==> src/rtl/dmem_access_ctrl.sv <==
// Data-memory access controller: turns byte/half/word loads and stores into
// word-wide memory handshakes, with read-modify-write for sub-word stores.
module dmem_access_ctrl #(
    parameter int unsigned TIMEOUT = 16
) (
    input  logic        clock,
    input  logic        reset_n,
    input  logic        req_valid,
    output logic        req_ready,
    input  logic        req_we,
    input  logic [1:0]  req_size,
    input  logic        req_signed,
    input  logic [9:0]  req_addr,
    input  logic [31:0] req_wdata,
    output logic        resp_valid,
    output logic [31:0] resp_rdata,
    output logic [1:0]  resp_err,
    output logic        mem_read,
    output logic        mem_write,
    output logic [9:0]  mem_addr,
    output logic [31:0] mem_wdata,
    input  logic [31:0] mem_rdata,
    input  logic        mem_done
);

    localparam int unsigned CntW = (TIMEOUT > 1) ? $clog2(TIMEOUT) : 1;
    localparam logic [CntW-1:0] CntLast = CntW'(TIMEOUT - 1);

    localparam logic [1:0] SzByte     = 2'b00;
    localparam logic [1:0] SzHalf     = 2'b01;
    localparam logic [1:0] SzWord     = 2'b10;
    localparam logic [1:0] ErrNone    = 2'b00;
    localparam logic [1:0] ErrAlign   = 2'b01;
    localparam logic [1:0] ErrTimeout = 2'b10;

    typedef enum logic [2:0] {StIdle, StRd, StWr, StRmwRd, StRmwWr, StResp} state_e;

    state_e          state_q, state_d;
    logic [CntW-1:0] cnt_q, cnt_d;
    logic [1:0]      size_q, size_d;
    logic [1:0]      off_q, off_d;
    logic            sgn_q, sgn_d;
    logic [15:0]     wdata_q, wdata_d;
    logic            req_ready_q, req_ready_d;
    logic            resp_valid_q, resp_valid_d;
    logic [31:0]     resp_rdata_q, resp_rdata_d;
    logic [1:0]      resp_err_q, resp_err_d;
    logic            mem_read_q, mem_read_d;
    logic            mem_write_q, mem_write_d;
    logic [9:0]      mem_addr_q, mem_addr_d;
    logic [31:0]     mem_wdata_q, mem_wdata_d;
    logic            misaligned;

    // Little-endian lane extraction followed by sign/zero extension.
    function automatic logic [31:0] load_extend(input logic [31:0] word, input logic [1:0] off,
                                                input logic [1:0] size, input logic sgn);
        logic [7:0]  b;
        logic [15:0] h;
        case (off)
            2'd0:    b = word[7:0];
            2'd1:    b = word[15:8];
            2'd2:    b = word[23:16];
            default: b = word[31:24];
        endcase
        h = off[1] ? word[31:16] : word[15:0];
        case (size)
            SzByte:  return {{24{sgn & b[7]}}, b};
            SzHalf:  return {{16{sgn & h[15]}}, h};
            default: return word;
        endcase
    endfunction

    function automatic logic [31:0] store_merge(input logic [31:0] word, input logic [1:0] off,
                                                input logic [1:0] size, input logic [15:0] wd);
        logic [31:0] r;
        r = word;
        if (size == SzByte) begin
            case (off)
                2'd0:    r[7:0]   = wd[7:0];
                2'd1:    r[15:8]  = wd[7:0];
                2'd2:    r[23:16] = wd[7:0];
                default: r[31:24] = wd[7:0];
            endcase
        end else if (off[1]) begin
            r[31:16] = wd;
        end else begin
            r[15:0] = wd;
        end
        return r;
    endfunction

    assign misaligned = (req_size == 2'b11) ||
                        ((req_size == SzHalf) && req_addr[0]) ||
                        ((req_size == SzWord) && (req_addr[1:0] != 2'b00));

    always_comb begin
        state_d      = state_q;
        cnt_d        = cnt_q;
        size_d       = size_q;
        off_d        = off_q;
        sgn_d        = sgn_q;
        wdata_d      = wdata_q;
        mem_read_d   = 1'b0;
        mem_write_d  = 1'b0;
        mem_addr_d   = mem_addr_q;
        mem_wdata_d  = mem_wdata_q;
        resp_valid_d = 1'b0;
        resp_rdata_d = 32'd0;
        resp_err_d   = ErrNone;
        unique case (state_q)
            StIdle: begin
                if (req_valid && req_ready_q) begin
                    size_d  = req_size;
                    off_d   = req_addr[1:0];
                    sgn_d   = req_signed;
                    wdata_d = req_wdata[15:0];
                    cnt_d   = '0;
                    if (misaligned) begin
                        state_d      = StResp;
                        resp_valid_d = 1'b1;
                        resp_err_d   = ErrAlign;
                    end else begin
                        mem_addr_d = {req_addr[9:2], 2'b00};
                        if (!req_we) begin
                            state_d    = StRd;
                            mem_read_d = 1'b1;
                        end else if (req_size == SzWord) begin
                            state_d     = StWr;
                            mem_write_d = 1'b1;
                            mem_wdata_d = req_wdata;
                        end else begin
                            state_d    = StRmwRd;
                            mem_read_d = 1'b1;
                        end
                    end
                end
            end
            StRd, StRmwRd, StWr, StRmwWr: begin
                if (mem_done) begin
                    if (state_q == StRmwRd) begin
                        state_d     = StRmwWr;
                        cnt_d       = '0;
                        mem_write_d = 1'b1;
                        mem_wdata_d = store_merge(mem_rdata, off_q, size_q, wdata_q);
                    end else begin
                        state_d      = StResp;
                        resp_valid_d = 1'b1;
                        if (state_q == StRd) begin
                            resp_rdata_d = load_extend(mem_rdata, off_q, size_q, sgn_q);
                        end
                    end
                end else if (cnt_q == CntLast) begin
                    // Drop the request; an RMW that times out on its read never writes.
                    state_d      = StResp;
                    resp_valid_d = 1'b1;
                    resp_err_d   = ErrTimeout;
                end else begin
                    cnt_d       = cnt_q + 1'b1;
                    mem_read_d  = (state_q == StRd) || (state_q == StRmwRd);
                    mem_write_d = (state_q == StWr) || (state_q == StRmwWr);
                end
            end
            StResp:  state_d = StIdle;
            default: state_d = StIdle;
        endcase
        req_ready_d = (state_d == StIdle);
    end

    always_ff @(posedge clock or negedge reset_n) begin
        if (!reset_n) begin
            state_q      <= StIdle;
            cnt_q        <= '0;
            size_q       <= 2'b00;
            off_q        <= 2'b00;
            sgn_q        <= 1'b0;
            wdata_q      <= 16'd0;
            req_ready_q  <= 1'b0;
            resp_valid_q <= 1'b0;
            resp_rdata_q <= 32'd0;
            resp_err_q   <= 2'b00;
            mem_read_q   <= 1'b0;
            mem_write_q  <= 1'b0;
            mem_addr_q   <= 10'd0;
            mem_wdata_q  <= 32'd0;
        end else begin
            state_q      <= state_d;
            cnt_q        <= cnt_d;
            size_q       <= size_d;
            off_q        <= off_d;
            sgn_q        <= sgn_d;
            wdata_q      <= wdata_d;
            req_ready_q  <= req_ready_d;
            resp_valid_q <= resp_valid_d;
            resp_rdata_q <= resp_rdata_d;
            resp_err_q   <= resp_err_d;
            mem_read_q   <= mem_read_d;
            mem_write_q  <= mem_write_d;
            mem_addr_q   <= mem_addr_d;
            mem_wdata_q  <= mem_wdata_d;
        end
    end

    assign req_ready  = req_ready_q;
    assign resp_valid = resp_valid_q;
    assign resp_rdata = resp_rdata_q;
    assign resp_err   = resp_err_q;
    assign mem_read   = mem_read_q;
    assign mem_write  = mem_write_q;
    assign mem_addr   = mem_addr_q;
    assign mem_wdata  = mem_wdata_q;

endmodule

==> config.mk <==
export PLATFORM = sky130hd
export DESIGN_NAME = dmem_access_ctrl
export DESIGN_NICKNAME = d
export VERILOG_FILES = /design/src/rtl/dmem_access_ctrl.sv
export SDC_FILE = /design/constraint.sdc
export NUM_CORES = 1
export LEC_CHECK = 0
export CORE_ASPECT_RATIO = 0.75
export CORE_MARGIN = 5
export CORE_UTILIZATION = 52
export CTS_CLUSTER_DIAMETER = 30
export CTS_CLUSTER_SIZE = 16
export DETAILED_ROUTE_END_ITERATION = 12
export PLACE_DENSITY = 0.86
export SETUP_SLACK_MARGIN = 0.3
export SYNTH_ARGS = -nofsm -noshare
export SYNTH_HDL_FRONTEND = slang
export SYNTH_SLANG_ARGS = --single-unit
==> constraint.sdc <==
create_clock -name clock -period 6.43 [get_ports clock]
set_clock_uncertainty 0.1 [all_clocks]
set_input_delay 0.643 -clock clock [delete_from_list [all_inputs] [get_ports clock]]
set_output_delay 0.643 -clock clock [all_outputs]
set_load 0.02 [all_outputs]
After elaboration in Yosys (flattened, before gate mapping)
Cells that the tools add are included.

Register bits: 106. Latch bits: 0. Memory bits (writable): 0. ROM bits: 0. Input port bits: 82. Output and inout port bits: 80. Word-level logic and storage cells: 120. Memories: 0.

Add/sub/neg operators: 1. Multiply operators: 0. Div/mod/pow operators: 0. Magnitude comparators: 0. Eq/ne operators: 19. Shift operators: 0. Multiplexer cells: 64. Bitwise operators: 3. Reductions and logical operators: 19.

Operators with widths (number): two-way mux 32 bit (11); case mux 32 bit (2 select lines) (2); two-way mux 8 bit (8); two-way mux 16 bit (3); case mux 8 bit (3 select lines) (1); two-way mux 1 bit (22); two-way mux 4 bit (4); two-way mux 3 bit (4); != test 2 bit, second input constant (6); case mux 4 bit (2 select lines) (1); AND reduction 7 bit (1); equality test 2 x 1 -> 1 bit, second input constant (3); equality test 2 bit, second input constant (3); equality test 3 x 2 -> 1 bit, second input constant (2); zero test 3 bit (2); two-way mux 2 bit (3); != test 3 bit, second input constant (2); case mux 1 bit (2 select lines) (3); case mux 3 bit (2 select lines) (1); adder 4 x 1 -> 4 bit, second input constant (1); equality test 4 bit, second input constant (1); zero test 2 bit (2); logical OR 1 bit (4); case mux 2 bit (2 select lines) (1); other kinds (11) (15).

Depth between registers and ports, before layout
Depth after elaboration: 12. Mapped depth: 8. Depth with buffers taken out: 6.

Worst setup path before layout
No wires, ideal clock.

Path type: input to register. Start point: input req_size[0]. End point: register mem_wdata_q[16] (netlist: mem_wdata[16]). Setup time: 0.125 ns. Data arrival time: 2.020 ns. Required time: 6.205 ns. Slack: 4.185 ns. Cell stages on the path: 6. Path buffers: 1. Cell sequence: or3_1 -> a21o_1 -> a22oi_2 -> a31oi_4 -> buf_6 -> mux2_4.

Cells in the longest elaborated chain, start to end: 6. Elaborated cells between the ends (all ways): 10. Those cells by class: eq/ne (5); reduce/logical (5).

Ends and longest elaborated chain: start, declared (line 11) `input logic [1:0] req_size,`; equality test 2 x 1 -> 1 bit (line 93) `((req_size == SzHalf) && req_addr[0]) ||`; logical AND 1 bit (line 93); logical OR 1 bit (line 92) `assign misaligned = (req_size == 2'b11) ||`; logical OR 1 bit (line 93); != test 2 bit (no line); AND reduction 7 bit (no line) *; end signal, assigned (line 199) `mem_wdata_q <= mem_wdata_d;`; end, declared (line 51) `logic [31:0] mem_wdata_q, mem_wdata_d;`.

Mark *: on every way between the ends. The rest lies on a longest branch, timed or not. A chain may end at the register's enable or synchronous reset.

Worst setup path in the final report
Start point: input req_valid. End point: register mem_wdata_q[0] (netlist: mem_wdata[0]).

Cells in the longest elaborated chain, start to end: 3.

Ends and longest elaborated chain: start, declared (line 8) `input logic req_valid,`; logical AND 1 bit (line 112) `if (req_valid && req_ready_q) begin`; != test 2 bit (no line); AND reduction 7 bit (no line).

Every way passes these cells.

==> metrics.csv <==
metric,value,unit
run status,"complete, no violations",
Slew Limit Fails,0,
clock slew at reported path FFs,70,ps
final worst slack,3350,ps
post-layout net count,773,
clock root cell,clkbuf_16,
final HPWL from detailed placement,12.0,mm
Final Hold Vio Count,0,
share of cells above drive strength 1,0.104,
TritonCTS clock tree,yes,
maximum fanout along the worst path,32,
Syn Area/Cell,9.90,µm²
n_diodes,0,
"area leader, netlist",dfrtp_1,
Worst Setup End Kind,register,
die area,0.0128,mm²
synth warn,0,
Max Cap Viol,0,
RePlAce Congestion,0.904,
leakage,0.00329,µW
CORE AREA,0.0103,mm²
total gr overflow,0,
peak supply drop,0.306,mV
Slowest cell on crit path,nand3_1,
gr busiest metal,met2,
die height,99.3,µm
largest net degree at the start of global routing,70,
post-synth top area share,0.480,
H-tree depth,3,
GRT met1 Usage,0.321,
Top delay family on crit path,buffers and inverters,
#FFs+latches synth,106,
synth unique cells,53,
FP Rows,32,
hold crit path type,input port to async pin,
first-pass GRT wire length,25.0,mm
number of top-level pins,162,
Setup TNS,0,ps
total power,3770,µW
routed length per instance,19.5,µm
max frequency,0.325,GHz
critical-path cell list,clkdlybuf4s50_1 > nand3_1 > o22a_2 > a31oi_4 > buf_4 > mux2_2,
final-layout fill cell count,727,
via count,4953,
Initial Util,0.535,
Die Wd,129,µm
startpoint types,input port,
max incr delay on CP,620,ps
CTS Hold Bufs,0,
DP Worst Slack,2990,ps
# clock sinks,106,
CTS max path bufs,2,
Pwr Density,509,mW/mm²
RR Startpoint,state_q[2],
ranking of synthesized cells by area,"dfrtp_1 48%, nand2_1 7.7%, mux2i_1 6.0%, mux2_4 3.8%, o22a_1 2.9%",
DR iter-0 viols,403,
Area growth syn-to-layout,34.0,%
r2r setup slk,3360,ps
met3 usage,0.0692,
met2 global-route usage,0.400,
Worst Path Buf+Inv,2,
setup bufs post-CTS,0,
final setup fails,0,
Post-Syn Area,0.00553,mm²
CP required,6560,ps
port bufs,159,
antenna-violating nets left,0,
clk_lat worst skew,350,ps
worst-margin pin slew,1170,ps
sequential area share after synthesis,0.480,
Tcrit/Tclk final,0.478,
drt first pass iters,5,
CP Data Arrival Time,3210,ps
worst hold slack,179,ps
Slew HR,0.218,
initial antenna violation count,0,
Storage cell area,0.00265,mm²
CTS buffer count,9,
Global Route Usage Sum,0.249,
DR vias/cell,5.96,
DRC violations left,0,
Tmin final,3080,ps
combined area of the multi-input logic cells,0.00255,mm²
crit path kind,input port to register,
final WL,16.2,mm
Critical Path Start,req_valid,
vias in the first global route,4894,
Mapped Cells,558,
unrepaired setup endpoints after global routing,false,
Post-CTS Resized,0,
==> cells in the mapped netlist, drive strengths merged <==
master / instances
a2111oi: 1
a211oi: 9
a21o: 3
a21oi: 36
a221o: 15
a221oi: 8
a22oi: 1
a2bb2o: 1
a31o: 1
a31oi: 1
a32o: 2
a32oi: 1
and2b: 1
and3: 3
buf: 24
clkbuf: 19
conb: 1
dfrtp: 106
ha: 1
inv: 29
mux2: 25
mux2i: 33
mux4: 1
nand2: 115
nand2b: 2
nand3: 21
nand3b: 1
nor2: 10
nor2b: 2
nor3: 5
nor3b: 2
o211ai: 8
o21ai: 28
o22a: 19
o22ai: 15
o311ai: 1
o31ai: 1
or2: 2
or3: 3
or3b: 1
==> state kept, by name, indices dropped and copies added, names as in the netlist <==
signal      cells
mem_addr        8
off_q           2
state_q         3
resp_err        2
resp_valid      1
sgn_q           1
mem_wdata      32
mem_write       1
cnt_q           4
size_q          2
req_ready       1
wdata_q        16
mem_read        1
resp_rdata     32
==> worst paths after layout <==
check / end / depth (start not counted)
max reg2reg: mem_wdata[0] / 6
min: mem_wdata[8] / 1
max in group asynchronous: off_q[1] / 2
min reg2reg: wdata_q[15] / 2
min in group clock: wdata_q[15] / 2
max: mem_wdata[0] / 6
==> logic make-up after synthesis <==
| logic type | after synthesis | share of synthesized area |
|---|---|---|
| AO/OA/AOI/OAI | 151 | 0.201 |
| adder cells (fa/ha/maj) | 1 | 0.00226 |
| buffers and inverters | 72 | 0.0602 |
| flip-flops | 106 | 0.480 |
| multiplexers | 59 | 0.124 |
| other | 1 | 0.000679 |
| AND/OR/NAND/NOR | 168 | 0.132 |
==> cell type report <==
type,count,area share
Inverter,29,0.0147
Sequential cell,106,0.358
Clock inverter,5,0.00710
Tap cell,136,0.0230
Timing Repair Buffer,163,0.219
Multi-Input combinational cell,381,0.344
Clock buffer,11,0.0341
==> metrics by stage <==
stage | instance area [µm²] | utilization | cells
after global placement | 7100 | 0.687 | 815
after floorplan | 5530 | - | 559
final | 7400 | 0.717 | 831
after global routing | 7400 | 0.717 | 831
after detailed placement | 7100 | 0.687 | 815
after CTS | 7400 | 0.717 | 831
==> power breakdown <==
| part | total (µW) | internal, µW | switching (µW) | leakage [µW] |
|---|---|---|---|---|
| registers | 1140 | 927 | 213 | 0.00135 |
| clock network | 556 | 321 | 235 | 0.000151 |
| logic | 2080 | 947 | 1130 | 0.00179 |
==> cells in the final DEF (no fill, tap or decap), types with 5 or more instances in the layout <==
cell type,count
nand2_1,113
a221oi_1,8
a21oi_1,25
o211ai_1,7
o22a_1,18
buf_4,5
nand3_1,21
clkbuf_16,9
inv_1,29
a211oi_1,9
mux2i_1,33
mux2_2,11
a21oi_2,11
o21ai_0,26
dfrtp_1,105
a221o_1,15
o22ai_1,15
clkdlybuf4s50_1,158
mux2_4,14
nor2_1,9
==> per-layer routing <==
metal / wire length (µm) / vias up
li1: - / 2254
met1: 6440 / 2339
met2: 7530 / 312
met3: 1720 / 48
met4: 488 / 0
met5: 0 / -
==> worst register-to-register path: stages, from the launching register on <==
cell,delay (ps)
dfrtp_1,500
nor3_2,240
nand3_1,650
o22a_2,490
a31oi_4,130
buf_4,420
mux2_2,430
Power figures use the tool's default switching activity.
